===== src/rtl/fifo_wr_arbiter_if.sv =====
// Write-side bus between producers, the arbiter and the downstream sync FIFO.
// master: producer/FIFO side (drives requests and pop feedback).
// slave:  arbiter side (drives ready, FIFO write and status).
interface fifo_wr_arbiter_if #(
  parameter int NUM_REQ    = 4,
  parameter int DATA_WIDTH = 8,
  parameter int FIFO_DEPTH = 8
);
  localparam int GW = $clog2(NUM_REQ);
  localparam int OW = $clog2(FIFO_DEPTH + 1);

  logic [NUM_REQ-1:0]            req_valid;
  logic [NUM_REQ-1:0]            req_last;
  logic [NUM_REQ*DATA_WIDTH-1:0] req_data;
  logic [NUM_REQ-1:0]            req_ready;
  logic                          fifo_pop;
  logic                          fifo_we;
  logic [DATA_WIDTH-1:0]         fifo_w_data;
  logic [GW-1:0]                 grant_id;
  logic                          busy;
  logic [OW-1:0]                 occupancy;

  modport master (
    output req_valid, req_last, req_data, fifo_pop,
    input  req_ready, fifo_we, fifo_w_data, grant_id, busy, occupancy
  );

  modport slave (
    input  req_valid, req_last, req_data, fifo_pop,
    output req_ready, fifo_we, fifo_w_data, grant_id, busy, occupancy
  );
endinterface


===== src/rtl/fifo_wr_arbiter.sv =====
// Round-robin write-side controller sharing one sync FIFO write port among
// NUM_REQ producers. One requester is granted per burst (up to BURST_MAX
// beats); accepted words are registered onto fifo_we/fifo_w_data. A local
// credit counter tracks FIFO fill so the FIFO is never overrun.
// Optional feature: define FIFO_WR_ARB_STATS_EN to add per-requester
// 16-bit accepted-beat counters on stat_beats.
module fifo_wr_arbiter #(
  parameter int NUM_REQ    = 4,
  parameter int DATA_WIDTH = 8,
  parameter int FIFO_DEPTH = 8,
  parameter int BURST_MAX  = 4
) (
  input  logic                    clk,
  input  logic                    rst,
  fifo_wr_arbiter_if.slave        bus
`ifdef FIFO_WR_ARB_STATS_EN
  ,
  output logic [NUM_REQ*16-1:0]   stat_beats
`endif
);
  localparam int GW = $clog2(NUM_REQ);
  localparam int OW = $clog2(FIFO_DEPTH + 1);
  localparam int BW = $clog2(BURST_MAX + 1);

  typedef enum logic {IDLE, XFER} state_t;

  state_t                state;
  logic [GW-1:0]         rr_ptr;
  logic [GW-1:0]         grant;
  logic [BW-1:0]         beat_cnt;
  logic [OW-1:0]         occ;
  logic                  we_q;
  logic [DATA_WIDTH-1:0] wdata_q;

  logic                  has_credit;
  logic                  grant_valid;
  logic                  grant_last;
  logic [DATA_WIDTH-1:0] grant_data;
  logic                  accept;
  logic                  burst_full;
  logic                  leave;
  logic                  pop_eff;
  logic [GW-1:0]         next_ptr;
  logic [GW-1:0]         pick;
  logic [NUM_REQ-1:0]    ready;

  assign has_credit  = (occ < OW'(FIFO_DEPTH));
  assign grant_valid = bus.req_valid[grant];
  assign grant_last  = bus.req_last[grant];
  assign grant_data  = bus.req_data[grant*DATA_WIDTH +: DATA_WIDTH];
  assign accept      = (state == XFER) && grant_valid && has_credit;
  // This accept is the BURST_MAX-th beat of the grant.
  assign burst_full  = (beat_cnt == BW'(BURST_MAX - 1));
  assign leave       = (state == XFER) &&
                       (!grant_valid || (accept && (grant_last || burst_full)));
  assign pop_eff     = bus.fifo_pop && (occ != '0);
  assign next_ptr    = (grant == GW'(NUM_REQ - 1)) ? '0 : grant + GW'(1);

  // Ready for the granted requester only, while credit is available
  always_comb begin
    ready = '0;
    if (state == XFER && has_credit) ready[grant] = 1'b1;
  end

  // First valid requester at or after the round-robin pointer, wrapping
  always_comb begin
    logic          found;
    logic [GW:0]   sum;
    pick  = '0;
    found = 1'b0;
    sum   = '0;
    for (int unsigned i = 0; i < NUM_REQ; i++) begin
      sum = {1'b0, rr_ptr} + (GW+1)'(i);
      if (sum >= (GW+1)'(NUM_REQ)) sum = sum - (GW+1)'(NUM_REQ);
      if (!found && bus.req_valid[sum[GW-1:0]]) begin
        found = 1'b1;
        pick  = sum[GW-1:0];
      end
    end
  end

  // Arbitration FSM: one-cycle pick in IDLE, bounded burst in XFER
  always_ff @(posedge clk) begin
    if (rst) begin
      state    <= IDLE;
      grant    <= '0;
      rr_ptr   <= '0;
      beat_cnt <= '0;
    end else begin
      case (state)
        IDLE: begin
          if (|bus.req_valid) begin
            grant    <= pick;
            beat_cnt <= '0;
            state    <= XFER;
          end
        end
        XFER: begin
          if (accept) beat_cnt <= beat_cnt + BW'(1);
          if (leave) begin
            state  <= IDLE;
            rr_ptr <= next_ptr;
          end
        end
        default: state <= IDLE;
      endcase
    end
  end

  // Credit counter: +1 per accept, -1 per pop, pop at zero ignored
  always_ff @(posedge clk) begin
    if (rst) begin
      occ <= '0;
    end else if (accept && !pop_eff) begin
      occ <= occ + OW'(1);
    end else if (!accept && pop_eff) begin
      occ <= occ - OW'(1);
    end
  end

  // Registered FIFO write port; data holds when no beat is written
  always_ff @(posedge clk) begin
    if (rst) begin
      we_q    <= 1'b0;
      wdata_q <= '0;
    end else begin
      we_q <= accept;
      if (accept) wdata_q <= grant_data;
    end
  end

`ifdef FIFO_WR_ARB_STATS_EN
  // Per-requester accepted-beat counters, wrapping at 16 bits
  always_ff @(posedge clk) begin
    if (rst) begin
      stat_beats <= '0;
    end else if (accept) begin
      stat_beats[grant*16 +: 16] <= stat_beats[grant*16 +: 16] + 16'd1;
    end
  end
`endif

  assign bus.req_ready   = ready;
  assign bus.fifo_we     = we_q;
  assign bus.fifo_w_data = wdata_q;
  assign bus.grant_id    = grant;
  assign bus.busy        = (state == XFER);
  assign bus.occupancy   = occ;
endmodule

===== src/flat_wrapper.sv =====
// flat-port wrapper written by rule: the top's interface ports become plain ports
module fifo_wr_arbiter_flat 
#(
  parameter int NUM_REQ    = 4,
  parameter int DATA_WIDTH = 8,
  parameter int FIFO_DEPTH = 8,
  parameter int BURST_MAX  = 4
)
  (clk, rst, bus_req_valid, bus_req_last, bus_req_data, bus_fifo_pop, bus_req_ready, bus_fifo_we, bus_fifo_w_data, bus_grant_id, bus_busy, bus_occupancy);
  fifo_wr_arbiter_if #(.NUM_REQ(NUM_REQ), .DATA_WIDTH(DATA_WIDTH), .FIFO_DEPTH(FIFO_DEPTH)) bus_i ();
  input  logic clk;
  input  logic rst;
  input wire logic [$bits(bus_i.req_valid)-1:0] bus_req_valid;
  input wire logic [$bits(bus_i.req_last)-1:0] bus_req_last;
  input wire logic [$bits(bus_i.req_data)-1:0] bus_req_data;
  input wire logic [$bits(bus_i.fifo_pop)-1:0] bus_fifo_pop;
  output wire logic [$bits(bus_i.req_ready)-1:0] bus_req_ready;
  output wire logic [$bits(bus_i.fifo_we)-1:0] bus_fifo_we;
  output wire logic [$bits(bus_i.fifo_w_data)-1:0] bus_fifo_w_data;
  output wire logic [$bits(bus_i.grant_id)-1:0] bus_grant_id;
  output wire logic [$bits(bus_i.busy)-1:0] bus_busy;
  output wire logic [$bits(bus_i.occupancy)-1:0] bus_occupancy;
  assign bus_i.req_valid = bus_req_valid;
  assign bus_i.req_last = bus_req_last;
  assign bus_i.req_data = bus_req_data;
  assign bus_i.fifo_pop = bus_fifo_pop;
  assign bus_req_ready = bus_i.req_ready;
  assign bus_fifo_we = bus_i.fifo_we;
  assign bus_fifo_w_data = bus_i.fifo_w_data;
  assign bus_grant_id = bus_i.grant_id;
  assign bus_busy = bus_i.busy;
  assign bus_occupancy = bus_i.occupancy;
  fifo_wr_arbiter #(.NUM_REQ(NUM_REQ), .DATA_WIDTH(DATA_WIDTH), .FIFO_DEPTH(FIFO_DEPTH), .BURST_MAX(BURST_MAX)) u_core (.clk(clk), .rst(rst), .bus(bus_i));
endmodule

===== config.mk =====
export PLATFORM = sky130hd
export DESIGN_NAME = fifo_wr_arbiter_flat
export DESIGN_NICKNAME = d
export VERILOG_FILES = /design/src/rtl/fifo_wr_arbiter_if.sv /design/src/rtl/fifo_wr_arbiter.sv /design/src/flat_wrapper.sv
export SDC_FILE = /design/constraint.sdc
export NUM_CORES = 1
export LEC_CHECK = 0
export ABC_AREA = 1
export BUFFER_PORTS_ARGS = -buffer_cell sky130_fd_sc_hd__buf_2
export CAP_MARGIN = 20
export CORE_MARGIN = 4
export CORE_UTILIZATION = 35
export CTS_BUF_LIST = sky130_fd_sc_hd__clkbuf_2
export DETAILED_ROUTE_END_ITERATION = 10
export GPL_ROUTABILITY_DRIVEN = 1
export PLACE_DENSITY = 0.63
export SYNTH_ARGS = -nofsm -noshare
export SYNTH_HDL_FRONTEND = slang
export SYNTH_SLANG_ARGS = --single-unit

===== constraint.sdc =====
create_clock -name clk -period 6.25 [get_ports clk]
set_input_delay 0 -clock clk [delete_from_list [all_inputs] [get_ports clk]]
set_output_delay 0 -clock clk [all_outputs]
set_load 0.005 [all_outputs]

After elaboration in Yosys (flattened, before gate mapping) --
Index checks and enable logic that the tools add are counted.
Storage, ports and cells: output and inout bits 20, input port bits 43, logic and storage cells 96, flip-flop bits (word level) 21
Cells by class: reductions and logical operators 26, magnitude comparators 11, mux-type cells 35, bitwise operators 1, add/sub/neg operators 11, equal/unequal tests 4, shifts and indexed selects 1
Operators by type and width (count):
- 32-bit by 6-bit indexed part select with 8-bit output | 1
- 2-bit two-way mux | 9
- 2-bit by 3-bit less-than comparator with 1-bit output, second input constant | 5
- 1-bit binary-select mux with 2-bit select | 6
- 1-bit logical AND | 12
- 1-bit two-way mux | 12
- 4-bit two-way mux | 3
- 3-bit greater-or-equal comparator, second input constant | 3
- 2-bit by 1-bit subtractor with 2-bit output, second input constant | 4
- 2-bit by 2-bit adder with 3-bit output, second input constant | 2
- 1-bit logical NOT | 6
- 3-bit two-way mux | 2
- 3-bit one-hot mux with 2 select lines | 1
- 2-bit AND reduction | 3
- 4-bit by 1-bit adder with 4-bit output, second input constant | 1
- 4-bit less-than comparator, second input constant | 1
- 4-bit nonzero test | 1
- 4-bit OR reduction | 1
- 4-bit by 1-bit subtractor with 4-bit output, second input constant | 1
- 2-bit by 1-bit adder with 3-bit output, second input constant | 1
- 3-bit by 1-bit adder with 3-bit output, second input constant | 1
- 3-bit by 2-bit equality test with 1-bit output, second input constant | 1
- 2-bit by 3-bit greater-or-equal comparator with 1-bit output, second input constant | 1
- 2-bit by 1-bit adder with 2-bit output, second input constant | 1
- other kinds (9) | 10

Logic depth before layout (Yosys ltp) --
depth in word-level cells 14, gate-level depth with buffers 14, mapped depth without buffers 13

Least setup slack after synthesis --
OpenSTA, ideal clock, no wires.
kind reg2reg, from reg u_core.state, in the netlist u_core.bus.busy, to reg u_core.occ[3], in the netlist u_core.bus.occupancy[3], path slack 4.226 ns, arrival 1.908 ns, data required time 6.134 ns, period minus slack after synthesis 2.024 ns, cell stages (with the launch flop) 14, path buffers 1, setup time 0.116 ns, cell sequence dfxtp_1 -> inv_1 -> nor2_2 -> inv_2 -> nor2_4 -> buf_6 -> ha_1 -> inv_1 -> ha_1 -> a21oi_1 -> nand2_1 -> xor2_1 -> nand2_1 -> a21oi_1
Between the ends: word-level cells in the longest chain between the ends 5, elaborated cells between the ends (all ways) 7, those cells by class mux (1); reduce/logical (6)
RTL lines:
- from (decl) | RTL line fifo_wr_arbiter.sv:27 | state_t state;
- from (signal assigned) | RTL line fifo_wr_arbiter.sv:85 | state <= IDLE;
- from (signal assigned) | RTL line fifo_wr_arbiter.sv:95 | state <= XFER;
- from (signal assigned) | RTL line fifo_wr_arbiter.sv:101 | state <= IDLE;
- 1-bit logical AND * (2 in series) | RTL line fifo_wr_arbiter.sv:51 | assign accept = (state == XFER) && grant_valid && has_credit;
- named net u_core.accept | RTL line fifo_wr_arbiter.sv:39 | logic accept;
- 1-bit logical NOT | RTL line fifo_wr_arbiter.sv:116 | end else if (!accept && pop_eff) begin
- 1-bit logical AND | RTL line fifo_wr_arbiter.sv:116
- 2-bit nonzero test (no line)
- to (signal assigned) | RTL line fifo_wr_arbiter.sv:115 | occ <= occ + OW'(1);
- to (signal assigned) | RTL line fifo_wr_arbiter.sv:117 | occ <= occ - OW'(1);
- to (decl) | RTL line fifo_wr_arbiter.sv:31 | logic [OW-1:0] occ;
Mark *: on every way through the listed nets, which the timed path passes. The rest lies on a longest branch. A chain may end at the register's enable or synchronous reset.

Worst setup path after layout --
from reg u_core.grant[0], in the netlist u_core.bus.grant_id[0], to reg u_core.occ[3], in the netlist u_core.bus.occupancy[3]
Between the ends: word-level cells in the longest chain between the ends 7, elaborated cells between the ends (all ways) 9, those cells by class mux (3); reduce/logical (6)
RTL lines:
- from (decl) | RTL line fifo_wr_arbiter.sv:29 | logic [GW-1:0] grant;
- from (signal assigned) | RTL line fifo_wr_arbiter.sv:93 | grant <= pick;
- 1-bit binary-select mux with 2-bit select * | RTL line fifo_wr_arbiter.sv:48 | assign grant_valid = bus.req_valid[grant];
- 1-bit two-way mux (implied by the code) * | RTL line fifo_wr_arbiter.sv:48
- 1-bit logical AND * (2 in series) | RTL line fifo_wr_arbiter.sv:51
- 1-bit logical NOT | RTL line fifo_wr_arbiter.sv:116
- 1-bit logical AND | RTL line fifo_wr_arbiter.sv:116
- 2-bit nonzero test (no line)
Mark *: on every way between the ends. The rest lies on a longest branch, timed or not. The select of a mux whose other input is x is not followed.

==> key figures <==
Outcome
  • Status: finished clean

Clock tree
  • Maximum clock path buffer count: 2
  • Root Buffer: clkbuf_2
  • CTS buffer count: 3
  • Post-cts gate resize count: 0
  • H-tree depth: 1
  • CTS Sinks: 21
  • Clk slew on worst S/H paths: 0.20 ns
  • Skew-Pair Late Insertion Delay: 0.31 ns
  • # hold bufs at CTS: 1
  • Post-CTS Setup Inserts: 0
  • CTS tree: done

Global route
  • GRT Overall Usage: 15.0%
  • Antenna violations before repair: 0
  • Vias in the first global route: 1448
  • First-pass GRT wire length: 6620 um
  • Largest net degree at the start of global routing: 26
  • Global route overflow: 0

Logic synthesis
  • Synth top area share: 27.6%
  • #FFs+latches synth: 21
  • Synth Warn #: 0
  • Post-synthesis cell type count: 26
  • Post-Syn Instances: 241
  • Synth area leaders: dfxtp_1 (28%), nand2_1 (13%), nor2_1 (11%), o21ai_0 (8.2%), ha_1 (7.4%)
  • Register area share after synthesis: 27.6%
  • Synth area leader: dfxtp_1
  • Net count after synthesis: 294
  • Syn avg cell area: 6.31 um^2
  • Synthesized area: 1520 um^2

Critical path
  • Worst Path Arrival: 3.06 ns
  • Startpoint types: flip-flop
  • CP startpoint: u_core.bus.grant_id[0]$_SDFFE_PP0P_
  • Max stage delay cell, worst path: dfxtp_1
  • Critical R2R Launch: u_core.bus.grant_id[0]$_SDFFE_PP0P_
  • CP cell instances: inv_2, nand2_1, nand3_1, nand2_1, nor2_4, ha_1, inv_1, ha_1, a21oi_1, nand2_1, xor2_1, nand2_1, a21oi_1
  • CP dominant cell by count: nand2_1
  • Crit Path Category: flip-flop to flip-flop
  • R2R setup slack: 3.45 ns
  • CP Capture Type: flip-flop
  • Req. time, crit path: 6.52 ns
  • Critical path fanouts, max: 25
  • Worst Reg2Reg Path Length in Cells: 13
  • Reg2reg end: u_core.bus.occupancy[3]$_SDFFE_PP0P_
  • Max incr delay on CP: 0.86 ns

Worst hold path
  • Hold Crit Start: bus_req_data[0]
  • WHS Path Cells: 5
  • WHS Endpoint: u_core.bus.fifo_w_data[0]$_SDFFE_PP0P_
  • Worst min path class: input pin to flip-flop

Power and ir drop
  • Peak VDD IR: 0.210 mV
  • Power density over the cells: 361 nW/um^2
  • Leak: 0.995 nW

Timing
  • Final period utilization: 44.7%
  • Tmin final: 2.80 ns
  • Setup tns final: 0 ns
  • Clk_skew: 0.0113 ns
  • RSZ-0062 raised after global routing: false
  • Max Fclk: 0.358 GHz
  • Worst slew margin: 49.3%
  • Setup violations, final: 0
  • Worst slew pin tran: 0.759 ns
  • Max Slew Vio Count: 0
  • Hold Fails Final Rpt: 0

Routing
  • Vias per inst: 4.76
  • Vias: 1660
  • Drt first pass iters: 4
  • Drc violations: 0
  • DRT iter0 DRCs: 119
  • DRT antenna net count: 0
  • WL final: 4080 um
  • Wirelength per Cell: 11.7 um

Die
  • Die H: 73.9 um
  • Site Rows: 23
  • Initial core utilization: 37.0%
  • Boundary Pins: 63
  • Die Width: 73.9 um
  • Core outline area: 4120 um^2
  • Die area: 5470 um^2

Final layout
  • FF/Latch Area: 420 um^2
  • Area occupied by multi-input gates: 940 um^2
  • # fillers: 450
  • Most common cell after layout, fill and taps aside: buf_2
  • Post-route insts no fill: 349
  • Most frequent cells in the layout: buf_2 (62), nand2_1 (52), nor2_1 (45), o21ai_0 (25), inv_1 (22)
  • Share of cells above drive strength 1: 26.4%
  • Synthesis-to-layout area growth: 22.3%
  • Antenna Cells: 0
  • Nets: 353

Place
  • Placer Congestion: 0.843
  • Detail Placement HPWL: 3220 um
  • # port buffers: 62
  • Post-Place Cells: 344

Run
  • Number of max-cap violations: 0
==> state kept, by name (all words and copies together) (netlist names) <==
register / cells
u_core.bus.fifo_w_data: 8
u_core.beat_cnt: 3
u_core.rr_ptr: 2
u_core.bus.fifo_we: 1
u_core.bus.grant_id: 2
u_core.bus.occupancy: 4
u_core.bus.busy: 1
==> routing by layer <==
layer	up-vias	global-route usage, %	share of wire [%]
met5	-	0	0
met4	0	3.62	0.56
met3	4	2.30	6.7
met2	45	21.6	43
met1	718	23.2	50
li1	893	-	-
==> synth_stat cells, drive strengths merged <==
library cell,instances
xnor2,1
nand3b,1
nand2,57
xor2,3
dfxtp,21
o21ai,33
buf,7
inv,26
o41ai,1
nor2,48
ha,9
clkbuf,2
a21oi,7
a31oi,1
o22ai,9
nand3,14
fa,1
==> per-stage QoR <==
stage | power, W | utilization (%) | cell area, um^2 | hold slack (ns) | setup WS, ns
floorplan | 0.000516 | - | 1520 | 0.0624 | 4.23
global placement | 0.000614 | 44.5 | 1830 | 0.230 | 3.57
detailed placement | 0.000617 | 44.5 | 1830 | 0.232 | 3.49
CTS | 0.000677 | 45.2 | 1860 | 0.0925 | 3.45
global route | 0.000751 | 45.2 | 1860 | 0.113 | 3.11
finish | 0.000671 | 45.2 | 1860 | 0.110 | 3.45
==> cell type report <==
cell class,count,share of cell area (%)
inverters,26,5.25
flip-flops and latches,21,22.6
repair buffers,63,17.2
well taps,50,3.36
clock buffers,4,1.08
multi-input cells,185,50.5
==> worst max-delay path by stage <==
stage / endpoint / slack, ns / depth (start not counted)
final: u_core.bus.occupancy[3]$_SDFFE_PP0P_ / 3.45 / 13
after global routing: u_core.bus.occupancy[3]$_SDFFE_PP0P_ / 3.11 / 13
after global placement: u_core.bus.occupancy[3]$_SDFFE_PP0P_ / 3.57 / 13
after detailed placement: u_core.bus.occupancy[3]$_SDFFE_PP0P_ / 3.49 / 13
after CTS: u_core.bus.occupancy[3]$_SDFFE_PP0P_ / 3.45 / 13
after floorplan: u_core.bus.occupancy[3]$_SDFFE_PP0P_ / 4.23 / 13
==> cell families (layout without fill, tap and decap cells) <==
kind of cell,after synthesis,in the layout,synth area share [%]
AO/OA/AOI/OAI,51,51,18.1
XOR/XNOR,4,4,2.30
adder cells (fa/ha/maj),10,10,8.72
buffers and inverters,35,93,10.6
flip-flops,21,21,27.6
AND/OR/NAND/NOR,120,120,32.6
==> critical path, delay by kind of cell (launching register included) <==
kind | cells | cell delay (ns)
AND/OR/NAND/NOR | 6 | 0.57
buffers and inverters | 2 | 0.44
flip-flops | 1 | 0.86
adder cells (fa/ha/maj) | 2 | 0.49
AO/OA/AOI/OAI | 2 | 0.25
XOR/XNOR | 1 | 0.12
==> power breakdown <==
| group | switching, W | internal (W) | leakage, nW |
|---|---|---|---|
| logic | 0.000226 | 0.000157 | 0.806 |
| clock network | 0.0000402 | 0.0000169 | 0.0166 |
| registers | 0.0000585 | 0.000173 | 0.173 |
| total | 0.000324 | 0.000347 | 0.995 |
Power figures use the tool's default switching activity.
